==> config.mk <==
export PLATFORM = sky130hd
export DESIGN_NAME = gate_array_accum
export DESIGN_NICKNAME = d
export VERILOG_FILES = /design/src/rtl/gate_pkg.sv /design/src/rtl/gate_bitwise_reduce.sv /design/src/rtl/gate_array_accum.sv
export SDC_FILE = /design/constraint.sdc
export NUM_CORES = 1
export LEC_CHECK = 0
export ABC_CLOCK_PERIOD_IN_PS = 3100
export BUFFER_PORTS_ARGS = -buffer_cell sky130_fd_sc_hd__buf_4
export CORE_MARGIN = 5
export CORE_UTILIZATION = 50
export CTS_BUF_LIST = sky130_fd_sc_hd__clkbuf_2
export DETAILED_ROUTE_END_ITERATION = 10
export GPL_TIMING_DRIVEN = 0
export PLACE_DENSITY = 0.74
export SLEW_MARGIN = 5
export SYNTH_ARGS = -nofsm -noshare
export SYNTH_HDL_FRONTEND = slang
export SYNTH_SLANG_ARGS = --single-unit
==> constraint.sdc <==
create_clock -name clk -period 3.1 [get_ports clk]
set_clock_uncertainty 0.15 [all_clocks]
set_input_delay 0.155 -clock clk [delete_from_list [all_inputs] [get_ports clk]]
set_output_delay 0.155 -clock clk [all_outputs]
set_load 0.03 [all_outputs]
==> src/rtl/gate_pkg.sv <==
// Shared types and helpers for the registered logic-gate array.
package gate_pkg;

    localparam int OP_W = 3;

    // Requested frame operation; codes 6 and 7 are reserved.
    typedef enum logic [OP_W-1:0] {
        GATE_AND  = 3'd0,
        GATE_OR   = 3'd1,
        GATE_XOR  = 3'd2,
        GATE_NAND = 3'd3,
        GATE_NOR  = 3'd4,
        GATE_XNOR = 3'd5
    } gate_op_e;

    // Operation actually applied while folding; inversion happens once at frame close.
    typedef enum logic [1:0] {
        BASE_AND = 2'd0,
        BASE_OR  = 2'd1,
        BASE_XOR = 2'd2
    } base_op_e;

    typedef enum logic {
        ST_IDLE  = 1'b0,
        ST_ACCUM = 1'b1
    } state_e;

    // Reserved codes map to AND; their result is forced to zero anyway.
    function automatic base_op_e base_of(input logic [OP_W-1:0] op);
        base_op_e b;
        case (op)
            GATE_OR,  GATE_NOR:  b = BASE_OR;
            GATE_XOR, GATE_XNOR: b = BASE_XOR;
            default:             b = BASE_AND;
        endcase
        return b;
    endfunction

    function automatic logic is_inverted(input logic [OP_W-1:0] op);
        return (op == GATE_NAND) || (op == GATE_NOR) || (op == GATE_XNOR);
    endfunction

    function automatic logic is_reserved(input logic [OP_W-1:0] op);
        return op > GATE_XNOR;
    endfunction

endpackage

==> src/rtl/gate_bitwise_reduce.sv <==
// Combinational fold of NIN operands into one WIDTH-bit word under a base op.
module gate_bitwise_reduce
    import gate_pkg::*;
#(
    parameter int WIDTH = 8,
    parameter int NIN   = 2
) (
    input  logic [NIN*WIDTH-1:0] data_i,
    input  base_op_e             op_i,
    output logic [WIDTH-1:0]     red_o
);

    // Operand 0 seeds the fold; the rest are combined in order.
    always_comb begin
        logic [WIDTH-1:0] r;
        r = data_i[WIDTH-1:0];
        for (int k = 1; k < NIN; k++) begin
            case (op_i)
                BASE_OR:  r = r | data_i[k*WIDTH +: WIDTH];
                BASE_XOR: r = r ^ data_i[k*WIDTH +: WIDTH];
                default:  r = r & data_i[k*WIDTH +: WIDTH];
            endcase
        end
        red_o = r;
    end

endmodule

==> src/rtl/gate_array_accum.sv <==
// Multi-beat bitwise gate accumulator with a one-entry registered result.
module gate_array_accum
    import gate_pkg::*;
#(
    parameter int WIDTH = 8,
    parameter int NIN   = 2,
    parameter int CNT_W = 8
) (
    input  logic                 clk,
    input  logic                 rst_n,
    input  logic                 in_valid,
    output logic                 in_ready,
    input  logic [NIN*WIDTH-1:0] in_data,
    input  logic [OP_W-1:0]      in_op,
    input  logic                 in_last,
    output logic                 out_valid,
    input  logic                 out_ready,
    output logic [WIDTH-1:0]     out_data,
    output logic [CNT_W-1:0]     out_count,
    output logic                 out_err
);

    state_e           state_q, state_d;
    logic [OP_W-1:0]  op_q, op_d;
    logic [WIDTH-1:0] acc_q, acc_d;
    logic [CNT_W-1:0] cnt_q, cnt_d;
    logic             out_valid_q, out_valid_d;
    logic [WIDTH-1:0] out_data_q, out_data_d;
    logic [CNT_W-1:0] out_count_q, out_count_d;
    logic             out_err_q, out_err_d;

    logic             fire;
    logic [OP_W-1:0]  cur_op;
    base_op_e         cur_base;
    logic [WIDTH-1:0] beat_red;
    logic [WIDTH-1:0] acc_fold;
    logic [WIDTH-1:0] acc_new;
    logic [CNT_W-1:0] cnt_new;
    logic [WIDTH-1:0] result;

    // A full output register stalls every beat, last or not.
    assign in_ready = !out_valid_q || out_ready;
    assign fire     = in_valid && in_ready;

    // The frame op is taken from the first beat and held for the rest.
    assign cur_op   = (state_q == ST_IDLE) ? in_op : op_q;
    assign cur_base = base_of(cur_op);

    gate_bitwise_reduce #(
        .WIDTH (WIDTH),
        .NIN   (NIN)
    ) u_reduce (
        .data_i (in_data),
        .op_i   (cur_base),
        .red_o  (beat_red)
    );

    // Fold the reduced beat into the running partial result.
    always_comb begin
        case (cur_base)
            BASE_OR:  acc_fold = acc_q | beat_red;
            BASE_XOR: acc_fold = acc_q ^ beat_red;
            default:  acc_fold = acc_q & beat_red;
        endcase
    end

    assign acc_new = (state_q == ST_IDLE) ? beat_red : acc_fold;
    assign cnt_new = (state_q == ST_IDLE) ? CNT_W'(1)
                   : ((&cnt_q) ? cnt_q : cnt_q + 1'b1);
    assign result  = is_reserved(cur_op) ? '0
                   : (is_inverted(cur_op) ? ~acc_new : acc_new);

    // Next-state: frame progress, result load on the last beat, pop on out_ready.
    always_comb begin
        state_d     = state_q;
        op_d        = op_q;
        acc_d       = acc_q;
        cnt_d       = cnt_q;
        out_valid_d = out_valid_q;
        out_data_d  = out_data_q;
        out_count_d = out_count_q;
        out_err_d   = out_err_q;

        if (out_valid_q && out_ready) begin
            out_valid_d = 1'b0;
        end

        if (fire) begin
            op_d  = cur_op;
            acc_d = acc_new;
            cnt_d = cnt_new;
            if (in_last) begin
                state_d     = ST_IDLE;
                out_valid_d = 1'b1;
                out_data_d  = result;
                out_count_d = cnt_new;
                out_err_d   = is_reserved(cur_op);
            end else begin
                state_d = ST_ACCUM;
            end
        end
    end

    // State and output registers; reset drops any partial frame.
    always_ff @(posedge clk or negedge rst_n) begin
        if (!rst_n) begin
            state_q     <= ST_IDLE;
            op_q        <= '0;
            acc_q       <= '0;
            cnt_q       <= '0;
            out_valid_q <= 1'b0;
            out_data_q  <= '0;
            out_count_q <= '0;
            out_err_q   <= 1'b0;
        end else begin
            state_q     <= state_d;
            op_q        <= op_d;
            acc_q       <= acc_d;
            cnt_q       <= cnt_d;
            out_valid_q <= out_valid_d;
            out_data_q  <= out_data_d;
            out_count_q <= out_count_d;
            out_err_q   <= out_err_d;
        end
    end

    assign out_valid = out_valid_q;
    assign out_data  = out_data_q;
    assign out_count = out_count_q;
    assign out_err   = out_err_q;

endmodule
### Word level (Yosys, flattened, before mapping)

Cells that the tools add are included.

* register bits: 38
* input port bits: 24
* output and inout port bits: 19
* word-level logic and storage cells: 47

* add/subtract/negate cells: 1
* order comparisons: 1
* equality and inequality tests: 7
* muxes and demuxes: 13
* bitwise gates (word level): 7
* reductions and logical operators: 10

Operator list (number)
* 8-bit two-way mux: 5
* 8-bit one-hot mux with 2 select lines: 2
* 8-bit AND: 2
* 8-bit bitwise OR: 2
* 8-bit bitwise XOR: 2
* 8-bit by 1-bit adder with 8-bit output (second input constant): 1
* 8-bit NOT: 1
* 8-bit AND reduction: 1
* 3-bit by 2-bit == test with 1-bit output (second input constant): 2
* 3-bit == test (second input constant): 2
* 1-bit two-way mux: 4
* 2-bit one-hot mux with 2 select lines: 1
* 2-bit OR reduction: 2
* 3-bit by 1-bit == test with 1-bit output (second input constant): 1
* 3-bit > comparator (second input constant): 1
* 1-bit logical OR: 3
* 3-bit two-way mux: 1
* 2-bit by 1-bit == test with 1-bit output (second input constant): 1
* 2-bit == test (second input constant): 1
* 1-bit logical AND: 2
* 2-bit AND reduction: 1
* 1-bit logical NOT: 1

### Longest topological paths before layout

* word-level depth: 12
* depth in mapped cells: 15
* gate-level depth less buffers: 13

### Hierarchy

A second synthesis with hierarchy kept.

* cell total of the unflattened synthesis: 318
* area, all modules: 2767.7 um^2

By module, submodules not included
* gate_array_accum: times used 1, cells each 248, area an instance 2285.9 um^2, seq. area each 950.9 um^2
* gate_bitwise_reduce: times used 1, cells each 70, area an instance 481.7 um^2, seq. area each 0.0 um^2

### Worst setup path before layout

No wires, ideal clock.

* kind: register -> register
* start point: register state_q
* end point: register out_data_q[3] (netlist: out_data[3])
* setup time: 87 ps
* arrival: 2962 ps
* data required time: 2863 ps
* slack: -98 ps
* stages on the path, launching flop included: 14
* path buffers: 2
* clock period less this slack: 3198 ps
* path through: dfrtp_1 buf_6 mux2i_1 xnor2_1 nand2_1 ha_1 clkinv_1 clkbuf_1 a31o_2 ha_1 a21oi_1 a221oi_1 or2_2 o211ai_1

* cells in the longest elaborated chain, start to end: 12
* elaborated cells on any way between the ends: 23
* classes of those cells: 1 x order compare; 7 x eq/ne; 7 x mux; 4 x bitwise; 4 x reduce/logical

Ends and longest elaborated chain
* start, declared: line gate_array_accum.sv:23 `state_e state_q, state_d;`
* start signal, assigned: line gate_array_accum.sv:116 `state_q <= state_d;`
* 3-bit two-way mux: line gate_array_accum.sv:46 `assign cur_op = (state_q == ST_IDLE) ? in_op : op_q;`
* 3-bit == test, or another cell as far along: line gate_pkg.sv:31, gate_pkg.sv:40
* 2-bit OR reduction: line gate_pkg.sv:31 `case (op)`
* 2-bit one-hot mux with 2 select lines: line gate_pkg.sv:31
* 2-bit == test or 2-bit by 1-bit == test with 1-bit output (tied branches): line gate_bitwise_reduce.sv:18, gate_array_accum.sv:60
* 8-bit one-hot mux with 2 select lines: line gate_bitwise_reduce.sv:18 `case (op_i)`
* 8-bit AND, or another cell as far along: line gate_array_accum.sv:63 `default: acc_fold = acc_q & beat_red;`
* 8-bit one-hot mux with 2 select lines: line gate_array_accum.sv:60 `case (cur_base)`
* 8-bit two-way mux: line gate_array_accum.sv:67 `assign acc_new = (state_q == ST_IDLE) ? beat_red : acc_fold;`
* 8-bit NOT: line gate_array_accum.sv:71 `: (is_inverted(cur_op) ? ~acc_new : acc_new);`
* 8-bit two-way mux: line gate_array_accum.sv:71
* 8-bit two-way mux (*): line gate_array_accum.sv:70 `assign result = is_reserved(cur_op) ? '0`
* end signal, assigned: line gate_array_accum.sv:121 `out_data_q <= out_data_d;`
* end, declared: line gate_array_accum.sv:28 `logic [WIDTH-1:0] out_data_q, out_data_d;`

Every way passes the cells marked *; elsewhere a longest branch is shown, timed or not.
A chain may end at the register's enable or synchronous reset.

### Final worst setup path

* start point: register state_q
* end point: register out_data_q[0] (netlist: out_data[0])

The elaborated chain is that of the path after synthesis.

==> impl_metrics.ini <==
[placement]
dpl_cell_area_sq_um = 3390
io_buffers = 42
place_congestion = 0.876
dpl.cell_count = 464
place_hpwl_um = 5120

[yosys]
ys_seq_area_share_pct = 32.1
synth_top_family_by_area = compound AO/OA/AOI/OAI gates
ys.flop_type = dfrtp_1
yosys.area_share.xor_xnor_pct = 0.591
synthDistinctLibCells = 45
synth_top_cells_by_count = 42 x nand2_1, 40 x inv_1, 38 x dfrtp_1, 35 x ha_1, 27 x o21ai_0
synth_largest_area_cell = dfrtp_1
yosysWarningCount = 0
muxShareOfSynthArea_pct = 2.58
synth_fa_ha_area_share_pct = 14.8
synthSimpleGateAreaFrac_pct = 19.1
synth_edf_count = 0
syn_avg_cell_area_sq_um = 8.54
synthTopCellsByArea = dfrtp_1 32%, ha_1 15%, nand2_1 5.3%
async_reset_ff_share_pct = 100
syn-num-nets = 406
synth_seq_cells = 38
synth_compound_area_share_pct = 22.5
synthCells = 347
syn_area_sq_um = 2960
yosysMostFrequentCell = nand2_1
synth_top_area_share_pct = 32.1

[die]
io_pins = 43
start_util_pct = 50.6
rows = 28
coreArea_sq_um = 5850
chipWidth_um = 87.0
die_area_sq_um = 7570
die_y_um = 87.0

[global_routing]
grt_pass1_vias = 2630
track_usage_pct = 21.4
overflow = 0
antenna_found_initial = 0
grt_pass1_wl_um = 12700
grt_max_degree = 39

[power_and_ir_drop]
vdd_ir_drop_max_v = 0.000447
p_total_mw = 3.47
p_per_area_nw_per_um2 = 863
p_leak_nw = 1.89

[final_layout]
stdcell_count = 489
drive_above_1_share_pct = 31.9
area_delta_synth_final_pct = 35.5
antenna_cells = 0
layout.nets = 472
final_cell_area_sq_um = 4010

[cts]
clk_pin_slew_ns = 0.21
clockBufferDepth = 2
cts-root-buf = clkbuf_2
tritoncts.num_buffers = 5
clk_latency_ns = 0.40
cts_max_level = 2
cts_tree = built
cts.sinks = 38

[setup_path]
r2r_start = state_q$_DFFE_PN0P_
worst-path-max-fanout = 10
startpoint = state_q$_DFFE_PN0P_
crit_end = out_data[0]$_DFFE_PN0P_
path_class = flip-flop to flip-flop
arrival_ns = 3.29
critPathLaunchType = flip-flop
r2r_cells = 14
regToRegEndpoint = out_data[0]$_DFFE_PN0P_
worstPathRequired_ns = 3.26
r2r_slack_ns = -0.03
end_kind = flip-flop

[timing]
finalCritPeriodShare_pct = 101
hold_violations = 0
slew_viol_final = 0
layout_setup_ws_ns = -0.0330
slew_headroom_pct = 47.8
setup_viol = 5
worstMarginPinSlew_ns = 0.783
tns_ns = -0.0840
fmax_mhz = 319
fin_crit_ns = 3.13
rsz0062_at_grt = yes

[drt]
drt_pass1_iterations = 4
drtIter0Drc = 144
wire_per_inst_um = 16.1
drt_wl_total_um = 7900
drtAntennaViolNets = 0
route.detailed.drc = 0
vias = 2800
via_per_inst = 5.73

[outcome]
violations = setup timing
outcome = finished, violations left

[worst_hold_path]
hp-class = primary input to flip-flop

[job]
cap_violations = 0
metal layers:
| layer | part of all wire, % | vias to the layer above | global-route usage (%) |
|---|---|---|---|
| li1 | - | 1345 | - |
| met4 | 1.4 | 0 | 7.79 |
| met5 | 0 | - | 0 |
| met2 | 52 | 92 | 36.1 |
| met3 | 7.1 | 11 | 4.64 |
| met1 | 40 | 1352 | 26.6 |
what timing repair did:
action,in CTS,in global routing
cloned,1,0
pin swaps,25,33
hold endpoints to repair,41,0
gates resized for setup,48,44
setup endpoints to repair,16,16
setup buffers,12,2
hold buffers,4,0
critical path, stage by stage, from the launching register on:
cell	delay (ns)
dfrtp_1	0.43
buf_8	0.15
mux2_4	0.33
xnor2_2	0.16
nand2_2	0.10
inv_1	0.10
ha_4	0.17
clkbuf_8	0.17
nand2b_1	0.10
a31o_4	0.28
ha_4	0.26
a21oi_2	0.05
a221oi_2	0.33
or2_1	0.17
o211ai_2	0.09
how the worst min path moves through the flow:
| stage | depth (start not counted) | endpoint | start |
|---|---|---|---|
| after detailed placement | 1 | op_q[1]$_DFFE_PN0P_ | rst_n |
| final | 4 | cnt_q[7]$_DFFE_PN0P_ | in_valid |
| after global routing | 4 | cnt_q[7]$_DFFE_PN0P_ | in_valid |
| after CTS | 4 | cnt_q[7]$_DFFE_PN0P_ | in_valid |
| after global placement | 1 | state_q$_DFFE_PN0P_ | rst_n |
| after floorplan | 0 | acc_q[0]$_DFFE_PN0P_ | rst_n |
registers in the layout, indices dropped and copies added (netlist names):
name / count
acc_q: 8
cnt_q: 8
out_count: 8
out_data: 8
op_q: 3
out_err: 1
out_valid: 1
state_q: 1
per-stage QoR:
step	util (%)	setup WS (ns)	hold slack, ns
after floorplan	-	0.00794	-0.291
after global placement	58.0	-0.434	0.00610
after detailed placement	58.0	-0.519	0.00785
after CTS	65.2	-0.00234	0.0291
after global routing	68.6	-0.176	0.0232
final	68.6	-0.0330	0.0360
placed cells by master (no fill, tap or decap), types with 10 or more instances in the layout:
cell type / netlist / final
buf_4: 0 / 55
clkbuf_1: 13 / 10
dfrtp_1: 38 / 38
ha_1: 35 / 25
ha_4: 0 / 10
inv_1: 40 / 40
nand2_1: 42 / 37
nand2b_1: 18 / 17
o211ai_1: 16 / 16
o21ai_0: 27 / 13
o21ai_1: 0 / 14
final cells by class:
cell class / instances / area, sq um
Clock buffer: 5 / 25.0
Multi-Input combinational cell: 247 / 2160
Inverter: 41 / 166
Sequential cell: 38 / 951
Buffer: 19 / 116
Clock inverter: 3 / 16.3
Fill cell: 490 / 1840
Tap cell: 75 / 93.8
Timing Repair Buffer: 61 / 488
where the power goes:
part	leakage, nW	switching [mW]	internal [mW]	total, mW
logic	1.37	1.29	1.19	2.47
registers	0.486	0.109	0.651	0.761
clock network	0.0264	0.180	0.0514	0.232
kinds of logic (layout without fill, tap and decap cells):
logic type	count (synthesis)	count (layout)
DFF	38	38
xor gates and xnor gates	2	2
AOI/OAI and AO/OA	97	97
adders and majority gates	35	35
buffers and inverters	62	129
muxes	7	7
and+or+nand+nor	106	106
(Power assumes the default switching activity.)
